<file path="config.mk">
export PLATFORM = sky130hd
export DESIGN_NAME = peer_link_rx
export DESIGN_NICKNAME = d
export VERILOG_FILES = /design/src/rtl/peer_link_rx_pkg.sv /design/src/rtl/link_word_filter.sv /design/src/rtl/peer_link_rx.sv
export SDC_FILE = /design/constraint.sdc
export NUM_CORES = 1
export LEC_CHECK = 0
export CAP_MARGIN = 20
export CELL_PAD_IN_SITES_DETAIL_PLACEMENT = 1
export CELL_PAD_IN_SITES_GLOBAL_PLACEMENT = 2
export CORE_MARGIN = 2
export CORE_UTILIZATION = 36
export CTS_CLUSTER_SIZE = 20
export DETAILED_ROUTE_END_ITERATION = 10
export PLACE_DENSITY = 0.83
export SYNTH_ARGS = -nofsm -noshare
export SYNTH_HDL_FRONTEND = slang
export SYNTH_HIERARCHICAL = 1
export SYNTH_SLANG_ARGS = --single-unit
</file>
<file path="constraint.sdc">
create_clock -name clk60MHz -period 2.6 [get_ports clk60MHz]
set_input_delay 0.52 -clock clk60MHz [delete_from_list [all_inputs] [get_ports clk60MHz]]
set_output_delay 0.52 -clock clk60MHz [all_outputs]
set_load 0.01 [all_outputs]
</file>
<file path="src/rtl/peer_link_rx_pkg.sv">
// Shared definitions for the peer-board link receiver.
//   filt_state_e      : per-word filter FSM state
//   POWER_W           : width of the peer power bus
//   STABLE_CYCLES_DEF : default number of identical samples before a commit
package peer_link_rx_pkg;

    typedef enum logic {
        StStable = 1'b0,  // synced value equals committed value
        StSettle = 1'b1   // synced value differs; counting a candidate
    } filt_state_e;

    localparam int unsigned POWER_W           = 5;
    localparam int unsigned STABLE_CYCLES_DEF = 1024;

endpackage

</file>
<file path="src/rtl/link_word_filter.sv">
// Synchronizer plus persistence filter for one word of the peer link.
// A new value is committed only after STABLE_CYCLES consecutive identical
// synchronized samples; shorter excursions are discarded.
// Ports:
//   clk, rst_n : clock, asynchronous active-low reset
//   raw        : asynchronous input word
//   value      : committed word
//   commit     : one-cycle pulse in the cycle value changes
//   glitch     : combinational pulse when a settle ends without a commit
module link_word_filter
    import peer_link_rx_pkg::*;
#(
    parameter int unsigned WIDTH         = 1,
    parameter int unsigned SYNC_STAGES   = 2,
    parameter int unsigned STABLE_CYCLES = STABLE_CYCLES_DEF
) (
    input  logic             clk,
    input  logic             rst_n,
    input  logic [WIDTH-1:0] raw,
    output logic [WIDTH-1:0] value,
    output logic             commit,
    output logic             glitch
);

    localparam int unsigned      CNT_W   = $clog2(STABLE_CYCLES + 1);
    localparam logic [CNT_W-1:0] CNT_MAX = CNT_W'(STABLE_CYCLES);

    // sync_q[0] is the first stage; the last stage feeds the filter.
    logic [SYNC_STAGES-1:0][WIDTH-1:0] sync_q;
    logic [WIDTH-1:0]                  synced;

    filt_state_e      state_q, state_d;
    logic [WIDTH-1:0] cand_q, cand_d;
    logic [WIDTH-1:0] value_q, value_d;
    logic [CNT_W-1:0] cnt_q, cnt_d;
    logic             commit_q, commit_d;

    assign synced = sync_q[SYNC_STAGES-1];

    always_ff @(posedge clk or negedge rst_n) begin
        if (!rst_n) begin
            sync_q   <= '0;
            state_q  <= StStable;
            cand_q   <= '0;
            value_q  <= '0;
            cnt_q    <= '0;
            commit_q <= 1'b0;
        end else begin
            sync_q   <= {sync_q[SYNC_STAGES-2:0], raw};
            state_q  <= state_d;
            cand_q   <= cand_d;
            value_q  <= value_d;
            cnt_q    <= cnt_d;
            commit_q <= commit_d;
        end
    end

    always_comb begin
        state_d  = state_q;
        cand_d   = cand_q;
        value_d  = value_q;
        cnt_d    = cnt_q;
        commit_d = 1'b0;
        glitch   = 1'b0;

        unique case (state_q)
            StStable: begin
                if (synced != value_q) begin
                    cand_d  = synced;
                    cnt_d   = CNT_W'(1);
                    state_d = StSettle;
                end
            end
            StSettle: begin
                if (synced == value_q) begin
                    cnt_d   = '0;
                    state_d = StStable;
                    glitch  = 1'b1;
                end else if (synced != cand_q) begin
                    cand_d = synced;
                    cnt_d  = CNT_W'(1);
                end else begin
                    cnt_d = (cnt_q == CNT_MAX) ? cnt_q : cnt_q + CNT_W'(1);
                end
            end
            default: state_d = StStable;
        endcase

        // Commit on the edge where the count reaches its target, so the total
        // latency is the synchronizer depth plus STABLE_CYCLES.
        if (state_d == StSettle && cnt_d == CNT_MAX) begin
            value_d  = cand_d;
            commit_d = 1'b1;
            cnt_d    = '0;
            state_d  = StStable;
        end
    end

    assign value  = value_q;
    assign commit = commit_q;

endmodule

</file>
<file path="src/rtl/peer_link_rx.sv">
// Receiver for the asynchronous peer-board status lines. Each word (power bus,
// two ready lines, throw line) is synchronized and persistence-filtered
// independently by a link_word_filter.
// Optional feature: define PEER_LINK_GLITCH_CNT_EN to add glitch_cnt, a
// saturating count of filter settles that ended without a commit.
// Ports:
//   clk60MHz, rst_n                  : clock, asynchronous active-low reset
//   in_player1_ready/in_player2_ready: raw ready lines
//   in_power[4:0], in_throw_flag     : raw power bus and throw level
//   player1_ready, player2_ready     : committed ready levels
//   power, power_valid               : committed power word, change pulse
//   throw_flag, throw_rise/fall      : committed throw level and edge pulses
//   glitch_cnt[7:0]                  : only with PEER_LINK_GLITCH_CNT_EN
module peer_link_rx
    import peer_link_rx_pkg::*;
#(
    parameter int unsigned SYNC_STAGES   = 2,
    parameter int unsigned STABLE_CYCLES = STABLE_CYCLES_DEF
) (
    input  logic               clk60MHz,
    input  logic               rst_n,
    input  logic               in_player1_ready,
    input  logic               in_player2_ready,
    input  logic [POWER_W-1:0] in_power,
    input  logic               in_throw_flag,
    output logic               player1_ready,
    output logic               player2_ready,
    output logic [POWER_W-1:0] power,
    output logic               power_valid,
    output logic               throw_flag,
    output logic               throw_rise,
    output logic               throw_fall
`ifdef PEER_LINK_GLITCH_CNT_EN
    ,
    output logic [7:0]         glitch_cnt
`endif
);

    // Index: 0 power, 1 player1, 2 player2, 3 throw.
    logic [3:0] commit_w;
    logic [3:0] glitch_w;

    link_word_filter #(
        .WIDTH        (POWER_W),
        .SYNC_STAGES  (SYNC_STAGES),
        .STABLE_CYCLES(STABLE_CYCLES)
    ) u_power (
        .clk   (clk60MHz),
        .rst_n (rst_n),
        .raw   (in_power),
        .value (power),
        .commit(commit_w[0]),
        .glitch(glitch_w[0])
    );

    link_word_filter #(
        .WIDTH        (1),
        .SYNC_STAGES  (SYNC_STAGES),
        .STABLE_CYCLES(STABLE_CYCLES)
    ) u_player1 (
        .clk   (clk60MHz),
        .rst_n (rst_n),
        .raw   (in_player1_ready),
        .value (player1_ready),
        .commit(commit_w[1]),
        .glitch(glitch_w[1])
    );

    link_word_filter #(
        .WIDTH        (1),
        .SYNC_STAGES  (SYNC_STAGES),
        .STABLE_CYCLES(STABLE_CYCLES)
    ) u_player2 (
        .clk   (clk60MHz),
        .rst_n (rst_n),
        .raw   (in_player2_ready),
        .value (player2_ready),
        .commit(commit_w[2]),
        .glitch(glitch_w[2])
    );

    link_word_filter #(
        .WIDTH        (1),
        .SYNC_STAGES  (SYNC_STAGES),
        .STABLE_CYCLES(STABLE_CYCLES)
    ) u_throw (
        .clk   (clk60MHz),
        .rst_n (rst_n),
        .raw   (in_throw_flag),
        .value (throw_flag),
        .commit(commit_w[3]),
        .glitch(glitch_w[3])
    );

    // A commit always changes the value, so the new level gives the edge direction.
    assign power_valid = commit_w[0];
    assign throw_rise  = commit_w[3] & throw_flag;
    assign throw_fall  = commit_w[3] & ~throw_flag;

    // Ready lines expose levels only.
    logic unused_ready_commit;
    assign unused_ready_commit = commit_w[1] ^ commit_w[2];

`ifdef PEER_LINK_GLITCH_CNT_EN
    logic [7:0] glitch_cnt_q, glitch_cnt_d;
    logic [8:0] glitch_sum;

    always_comb begin
        glitch_sum = {1'b0, glitch_cnt_q} + 9'(glitch_w[0]) + 9'(glitch_w[1])
                   + 9'(glitch_w[2]) + 9'(glitch_w[3]);
        glitch_cnt_d = (glitch_sum > 9'd255) ? 8'hFF : glitch_sum[7:0];
    end

    always_ff @(posedge clk60MHz or negedge rst_n) begin
        if (!rst_n) begin
            glitch_cnt_q <= '0;
        end else begin
            glitch_cnt_q <= glitch_cnt_d;
        end
    end

    assign glitch_cnt = glitch_cnt_q;
`else
    logic unused_glitch;
    assign unused_glitch = ^glitch_w;
`endif

endmodule

</file>
; Yosys cells after proc, flatten, opt, wreduce, memory -nomap -nowiden
; Cells that the tools add are included.
[word_totals]
register_bits = 82
output_inout_bits = 11
memories = 0
input_bits = 10
romBits = 0
word_cells = 119
ram_bits = 0
latch_bits = 0
[classes]
shift = 0
magnitude_cmp = 0
reduce_logical = 4
n_div = 0
n_eq_ne = 20
muxes = 58
bitwise = 7
add_sub_neg = 4
multipliers = 0
[op_table]
columns = operator, count
row1 = $mux 11, 20
row2 = $eq 11x11->1 const B, 8
row3 = $pmux 11 s2, 4
row4 = $add 11x1->11 const B, 4
row5 = $mux 1, 23
row6 = $mux 5, 3
row7 = $pmux 1 s2, 7
row8 = $ne 5x5->1, 2
row9 = $pmux 5 s2, 1
row10 = $ne 1x1->1, 6
row11 = $eq 5x5->1, 1
row12 = $not 1->1, 5
row13 = $logic_and 1x1->1, 4
row14 = $eq 1x1->1, 3
row15 = $and 1x1->1, 2

; Depth between registers and ports, before layout
; Gate-level depths: netlist (run 1).
[logic_depth]
ltp_word = 8
mapped_depth = 11
mapped_depth_nobuf = 10

; Cells and area by module
; The synthesis (run 1) kept the hierarchy.
[by_module_without_submodules]
columns = mod, seq_area_each_um2, n_inst, cells_each, area_each_um2
row1 = link_word_filter (u_player1 ...), 425.4, 2, 109, 1031.0
row2 = link_word_filter (u_power), 825.8, 1, 140, 1631.6
row3 = link_word_filter (u_throw), 425.4, 1, 110, 1073.5
row4 = peer_link_rx, 0.0, 1, 2, 16.3

; Worst setup path after synthesis (run 1)
; OpenSTA, ideal clock, no wires.
[synth_timing]
kind = reg2reg
from = reg u_power.value_q[4], in the netlist u_power/value[4]
to = reg u_power.value_q[0], in the netlist u_power/value[0]
setup_ns = 0.125
path_stages_with_launch = 10
n_path_buf = 1
arrival_ns = 2.601
synth_period_minus_slack_ns = 2.726
required_ns = 2.475
path_slack_ns = -0.126
path_cell_list = dfrtp_1 -> xnor2_1 -> nand3_2 -> o211ai_4 -> nor2_1 -> a22o_2 -> nand4bb_2 -> or4_1 -> buf_6 -> mux2_4
[synth_via]
elab_chain_len = 5
word_cells_on_any_way = 13
classes_between = eq/ne (3) / mux (9) / reduce/logical (1)
[synth_lines]
columns = item, line_no
row1 = "start, declared", link_word_filter.sv:34  ; logic [WIDTH-1:0] value_q, value_d;
row2 = "start signal, assigned", link_word_filter.sv:52  ; value_q <= value_d;
row3 = $eq 5x5->1 / $ne 5x5->1 (equally long branches), "link_word_filter.sv:75, link_word_filter.sv:68"
row4 = $mux 11 (on tied branches), "link_word_filter.sv:75, link_word_filter.sv:68"
row5 = $pmux 11 s2, link_word_filter.sv:66  ; unique case (state_q)
row6 = $eq 11x11->1, link_word_filter.sv:91  ; if (state_d == StSettle && cnt_d == CNT_MAX) begin
row7 = $logic_and 1x1->1, link_word_filter.sv:91
; Several ways; a longest one is shown, not always the timed one.
; A chain may end at the register's enable or synchronous reset.

; Worst setup path in the final report (run 1)
[layout_timing]
from = reg u_power.sync_q (netlist bit u_power/synced[2])
to = reg u_power.value_q[1], in the netlist u_power/value[1]
[layout_via]
elab_chain_len = 6
word_cells_on_any_way = 16
classes_between = eq/ne (4) / mux (11) / reduce/logical (1)
[layout_lines]
columns = item, line_no
row1 = "start, declared", link_word_filter.sv:29  ; logic [SYNC_STAGES-1:0][WIDTH-1:0] sync_q;
row2 = "start signal, assigned", link_word_filter.sv:49  ; sync_q <= {sync_q[SYNC_STAGES-2:0], raw};
row3 = $ne 5x5->1, link_word_filter.sv:79  ; end else if (synced != cand_q) begin
row4 = $mux 11, link_word_filter.sv:79
row5 = $mux 11, link_word_filter.sv:75  ; if (synced == value_q) begin
row6 = $pmux 11 s2, link_word_filter.sv:66
row7 = $eq 11x11->1, link_word_filter.sv:91
row8 = $logic_and 1x1->1, link_word_filter.sv:91
; Several ways; a longest one is shown, not always the timed one.

==> results of run 1 <==
[report_power, final]
| part | total [mW] | switching (mW) | leakage, nW | internal, mW |
|---|---|---|---|---|
| clock network | 1.38 | 0.528 | 0.154 | 0.849 |
| registers | 1.36 | 0.0480 | 1.05 | 1.31 |
| logic | 0.308 | 0.172 | 1.33 | 0.136 |
[metal layers]
layer	track usage	up-vias
li1	-	1860
met1	0.242	2023
met2	0.329	51
met3	0.0265	24
met4	0.0885	0
met5	0	-
[through the flow]
step	cells	utilization	power, mW
CTS	713	0.460	3.07
global placement	692	0.426	1.65
detailed placement	692	0.426	1.66
global route	717	0.473	3.18
finish	717	0.473	3.05
floorplan	463	-	1.54
[repair_timing]
item                                    CTS  global route
gates cloned                              1             0
endpoints found under the setup margin    8            10
setup buffers                             4             5
pin swaps                                 2            11
hold buffers                              0             0
resized for setup                        14            29
[final timing paths]
| check | start | endpoint | slack [ns] | depth (start not counted) |
|---|---|---|---|---|
| max in group asynchronous | rst_n | u_power/synced[0]$_DFF_PN0_ | 1.82 | 2 |
| min in group clk60MHz | u_power/sync_q[2]$_DFF_PN0_ | u_power/synced[2]$_DFF_PN0_ | 0.35 | 0 |
| max | u_power/synced[2]$_DFF_PN0_ | u_power/value[1]$_DFFE_PN0P_ | -0.23 | 9 |
| min reg2reg | u_power/sync_q[2]$_DFF_PN0_ | u_power/synced[2]$_DFF_PN0_ | 0.35 | 0 |
| min | rst_n | u_player2/cnt_q[2]$_DFF_PN0_ | 0.16 | 1 |
| max reg2reg | u_power/synced[2]$_DFF_PN0_ | u_power/value[1]$_DFFE_PN0P_ | -0.23 | 9 |
[area by class of cell]
cell class              count  area [µm²]
well taps                 172         215
flip-flops and latches     82        2060
multi-input cells         346        2680
repair buffers             77         646
clock buffers              13         280
inverters                  24        90.1
fillers                  1443        6700
clock inverters             3        45.0
[registers in the layout, summed over array words and instances (netlist names), 5 cells and up]
| signal | cells |
|---|---|
| u_player2/cnt_q | 11 |
| u_power/sync_q | 5 |
| u_throw/cnt_q | 11 |
| u_power/synced | 5 |
| u_power/value | 5 |
| u_power/cnt_q | 11 |
| u_power/cand_q | 5 |
| u_player1/cnt_q | 11 |
==> impl_metrics.ini, run 1 <==
[routing]
dr.first_iter.drc_count = 134
ant_nets = 0
met1_length_um = 5770
wirelength_um = 13000
drc = 0
dr_wl_met3_um = 233
dr.pass1.iters = 4
viasPerCell = 5.52
vias = 3958
top_layer_used = met4
wl_per_cell_um = 18.1
route.met2.wl_um = 6680

[logic_synthesis]
avgSynthCellArea_um2 = 10.2
syn_inst = 463
yosysWarnings = 6
syn-num-nets = 481
synth_area_um2 = 4710

[global_routing]
grt_max_degree = 43
grt-ovfl-total = 0
antenna_found_initial = 0
grt_pass1_vias = 4329
grtUsageTotal = 0.193
grt_pass1_wl_um = 21800

[sta]
whs_ns = 0.160
layout_setup_ws_ns = -0.231
min_period_ns = 2.83
fmax_mhz = 353
setup_viol = 7
setup_tns_ns = -1.27
rsz0062_at_grt = yes
period_share = 1.09
finalHoldViolCount = 0
relSlewSlack = 0.618
maxSlewViolCount = 0
fin_skew_ns = 0.00785
max_slew.worst_pin.slew_ns = 0.558

[place]
gp_congestion = 0.855
hpwl_um = 8960
place_ws_ns = -0.303
placed_cell_area_um2 = 5430
place.port_buffers = 20

[power_and_ir_drop]
power.static_leakage_nw = 2.53
ir_drop_v = 0.000486
power_density_nw_per_um2 = 506

[worst_hold_path]
hp-class = in -> async

[floorplan]
dieHeight_um = 118
die_area_um2 = 14000
start_util = 0.370
rows = 41
core_um2 = 12700
die_w_um = 118
ios = 21

[cells_and_area]
drive_gt1_frac = 0.290
fin_nets = 558
diodes = 0
layout_common_cells = 74 x dfrtp_1, 55 x buf_4, 37 x nand3_1
area_growth_pct = 27.8
final_area_um2 = 6020
layout_commonest_cell = dfrtp_1

[critical_path]
path_class = reg -> reg
path_cells = xnor2_1, nand3_2, o211ai_4, buf_4, o21ai_2, a21o_1, or3_1, or4_4, mux2_4
crit_family = simple AND/OR/NAND/NOR gates
critPathCaptureType = flop
crit_fanout = 5
path_buf_inv = 1
crit_arrival_ns = 3.07
cp_slowest_cell = or4_4
cpPeakStageDelay_ns = 0.51
cp.required_ns = 2.83
setup.worst_path.start_class = flop

[clocking]
cts-root-buf = clkbuf_16
clk_latency_ns = 0.35
cts_num_sinks = 82
cts_tree = yes
numCtsBuffers = 9
h-tree-depth = 3
clockBufferDepth = 2
path_clk_slew_ns = 0.06

[run_status]
violations = negative setup slack
outcome = finished with violations

[job]
maxCapViolCount = 0
No activity file was read; power rests on OpenSTA's default activity.
==> run 2: changes to the inputs <==
- CORE_ASPECT_RATIO: not set -> 1.1
- REMOVE_ABC_BUFFERS: not set -> 1
==> impl_metrics.ini, run 2 (synthesis gave the netlist of run 1 again) <==
[critical_path]
path_common_cell = buf_6
reg2regPathDepth = 10
cp_slowest_cell = or4_4
crit_fanout = 5
r2r-end = u_power/value[2]$_DFFE_PN0P_
path_class = reg -> reg
rr_startpoint = u_power/synced[0]$_DFF_PN0_
cpPeakStageDelay_ns = 0.51
path_cells = xor2_2, nor4_4, o211ai_4, buf_6, buf_6, nor2_4, a22oi_2, or3_1, or4_4, mux2_4
cp-startpoint = u_power/synced[0]$_DFF_PN0_
critPathCapture = u_power/value[2]$_DFFE_PN0P_
crit_arrival_ns = 3.06
critPathCaptureType = flop
reg2reg_slack_ns = -0.24
setup.worst_path.start_class = flop
cp.required_ns = 2.82

[clocking]
cts-root-buf = clkbuf_16
numCtsBuffers = 9
clk_latency_ns = 0.34
cts_num_sinks = 82
clockBufferDepth = 2
cts_hold_buffers = 0
cts_tree = yes
path_clk_slew_ns = 0.06
h-tree-depth = 3

[run_status]
outcome = finished with violations
violations = design-rule violations, negative setup slack

[power_and_ir_drop]
power.static_leakage_nw = 2.58
power_density_nw_per_um2 = 507
ir_drop_v = 0.000266

[place]
place.port_buffers = 20
placed_cell_area_um2 = 5450
hpwl_um = 8750
dp.cells = 683
gp_congestion = 0.839

[routing]
ant_nets = 0
wl_per_cell_um = 17.8
dr.first_iter.drc_count = 106
dr.pass1.iters = 7
vias = 3910
wirelength_um = 12600
viasPerCell = 5.51
drc = 1

[cells_and_area]
layout_commonest_cell = dfrtp_1
layout_common_cells = 79 x dfrtp_1, 61 x buf_4, 38 x nand3_1
drive_gt1_frac = 0.277
area_growth_pct = 28.2
utilization = 0.476
diodes = 0
stdcell_count = 709
fin_nets = 565
final_area_um2 = 6040

[sta]
finalHoldViolCount = 0
max_slew.worst_pin.slew_ns = 0.675
min_period_ns = 2.84
fmax_mhz = 352
period_share = 1.09
setup_tns_ns = -1.29
layout_setup_ws_ns = -0.241
relSlewSlack = 0.544
setup_viol = 7
maxSlewViolCount = 0
fin_skew_ns = 0.00405
whs_ns = 0.157
rsz0062_at_grt = yes

[worst_hold_path]
hp-class = in -> async

[job]
maxCapViolCount = 0

[floorplan]
die_w_um = 113
ios = 21
core_um2 = 12700
start_util = 0.371
rows = 43
dieHeight_um = 124
die_area_um2 = 14000

[global_routing]
grtUsageTotal = 0.190
grt_max_degree = 43
antenna_found_initial = 0
grt-ovfl-total = 0
grt_pass1_vias = 4184
grt_pass1_wl_um = 21100
[run 2: layout make-up]
type                       count  area (µm²)
sequential                    82        2060
multi-input combinational    345        2670
clock buffer                  11         243
fill                        1381        6660
inverter                      24        90.1
tap                          157         196
timing repair buffer          85         713
clock inverter                 5        77.6
[run 2: what timing repair did]
action | in CTS | in global routing
pin swaps | 9 | 6
resized for setup | 28 | 12
endpoints found under the setup margin | 7 | 11
setup buffers | 9 | 2
[run 2: critical path: cells and delay by family (launching register included)]
family | cells | cell delay, ns
simple gates | 4 | 1.29
flops | 1 | 0.43
mux | 1 | 0.33
buf+inv | 2 | 0.27
xor+xnor | 1 | 0.21
compound gates | 2 | 0.19
[run 2: worst min path at each step]
| stage | from | to | depth (start not counted) |
|---|---|---|---|
| global placement | u_throw/sync_q[0]$_DFF_PN0_ | u_throw/synced$_DFF_PN0_ | 0 |
| finish | rst_n | u_player1/cnt_q[1]$_DFF_PN0_ | 1 |
| CTS | rst_n | u_player1/cnt_q[1]$_DFF_PN0_ | 1 |
| global route | rst_n | u_player1/cnt_q[1]$_DFF_PN0_ | 1 |
| floorplan | rst_n | u_player1/cand_q$_DFF_PN0_ | 0 |
| detailed placement | u_power/sync_q[0]$_DFF_PN0_ | u_power/synced[0]$_DFF_PN0_ | 0 |
[run 2: report_power, final]
| part | switching, mW | total [mW] | leakage, nW | internal [mW] |
|---|---|---|---|---|
| logic | 0.169 | 0.308 | 1.37 | 0.139 |
| clock network | 0.532 | 1.40 | 0.156 | 0.865 |
| registers | 0.0461 | 1.36 | 1.05 | 1.31 |
| total | 0.747 | 3.06 | 2.58 | 2.32 |
[run 2: metal layers]
metal / up-vias / routed length [µm] / track usage
met5: - / 0 / 0
met4: 0 / 266 / 0.0762
met3: 24 / 303 / 0.0336
met2: 40 / 6300 / 0.328
met1: 1973 / 5750 / 0.238
li1: 1873 / - / -
[run 2: metrics by stage]
stage	total power, mW	setup WS, ns
after detailed placement	1.66	-0.302
after global placement	1.65	-0.265
after CTS	3.09	-0.227
after global routing	3.20	-0.318
final	3.06	-0.241
after floorplan	1.53	-0.282
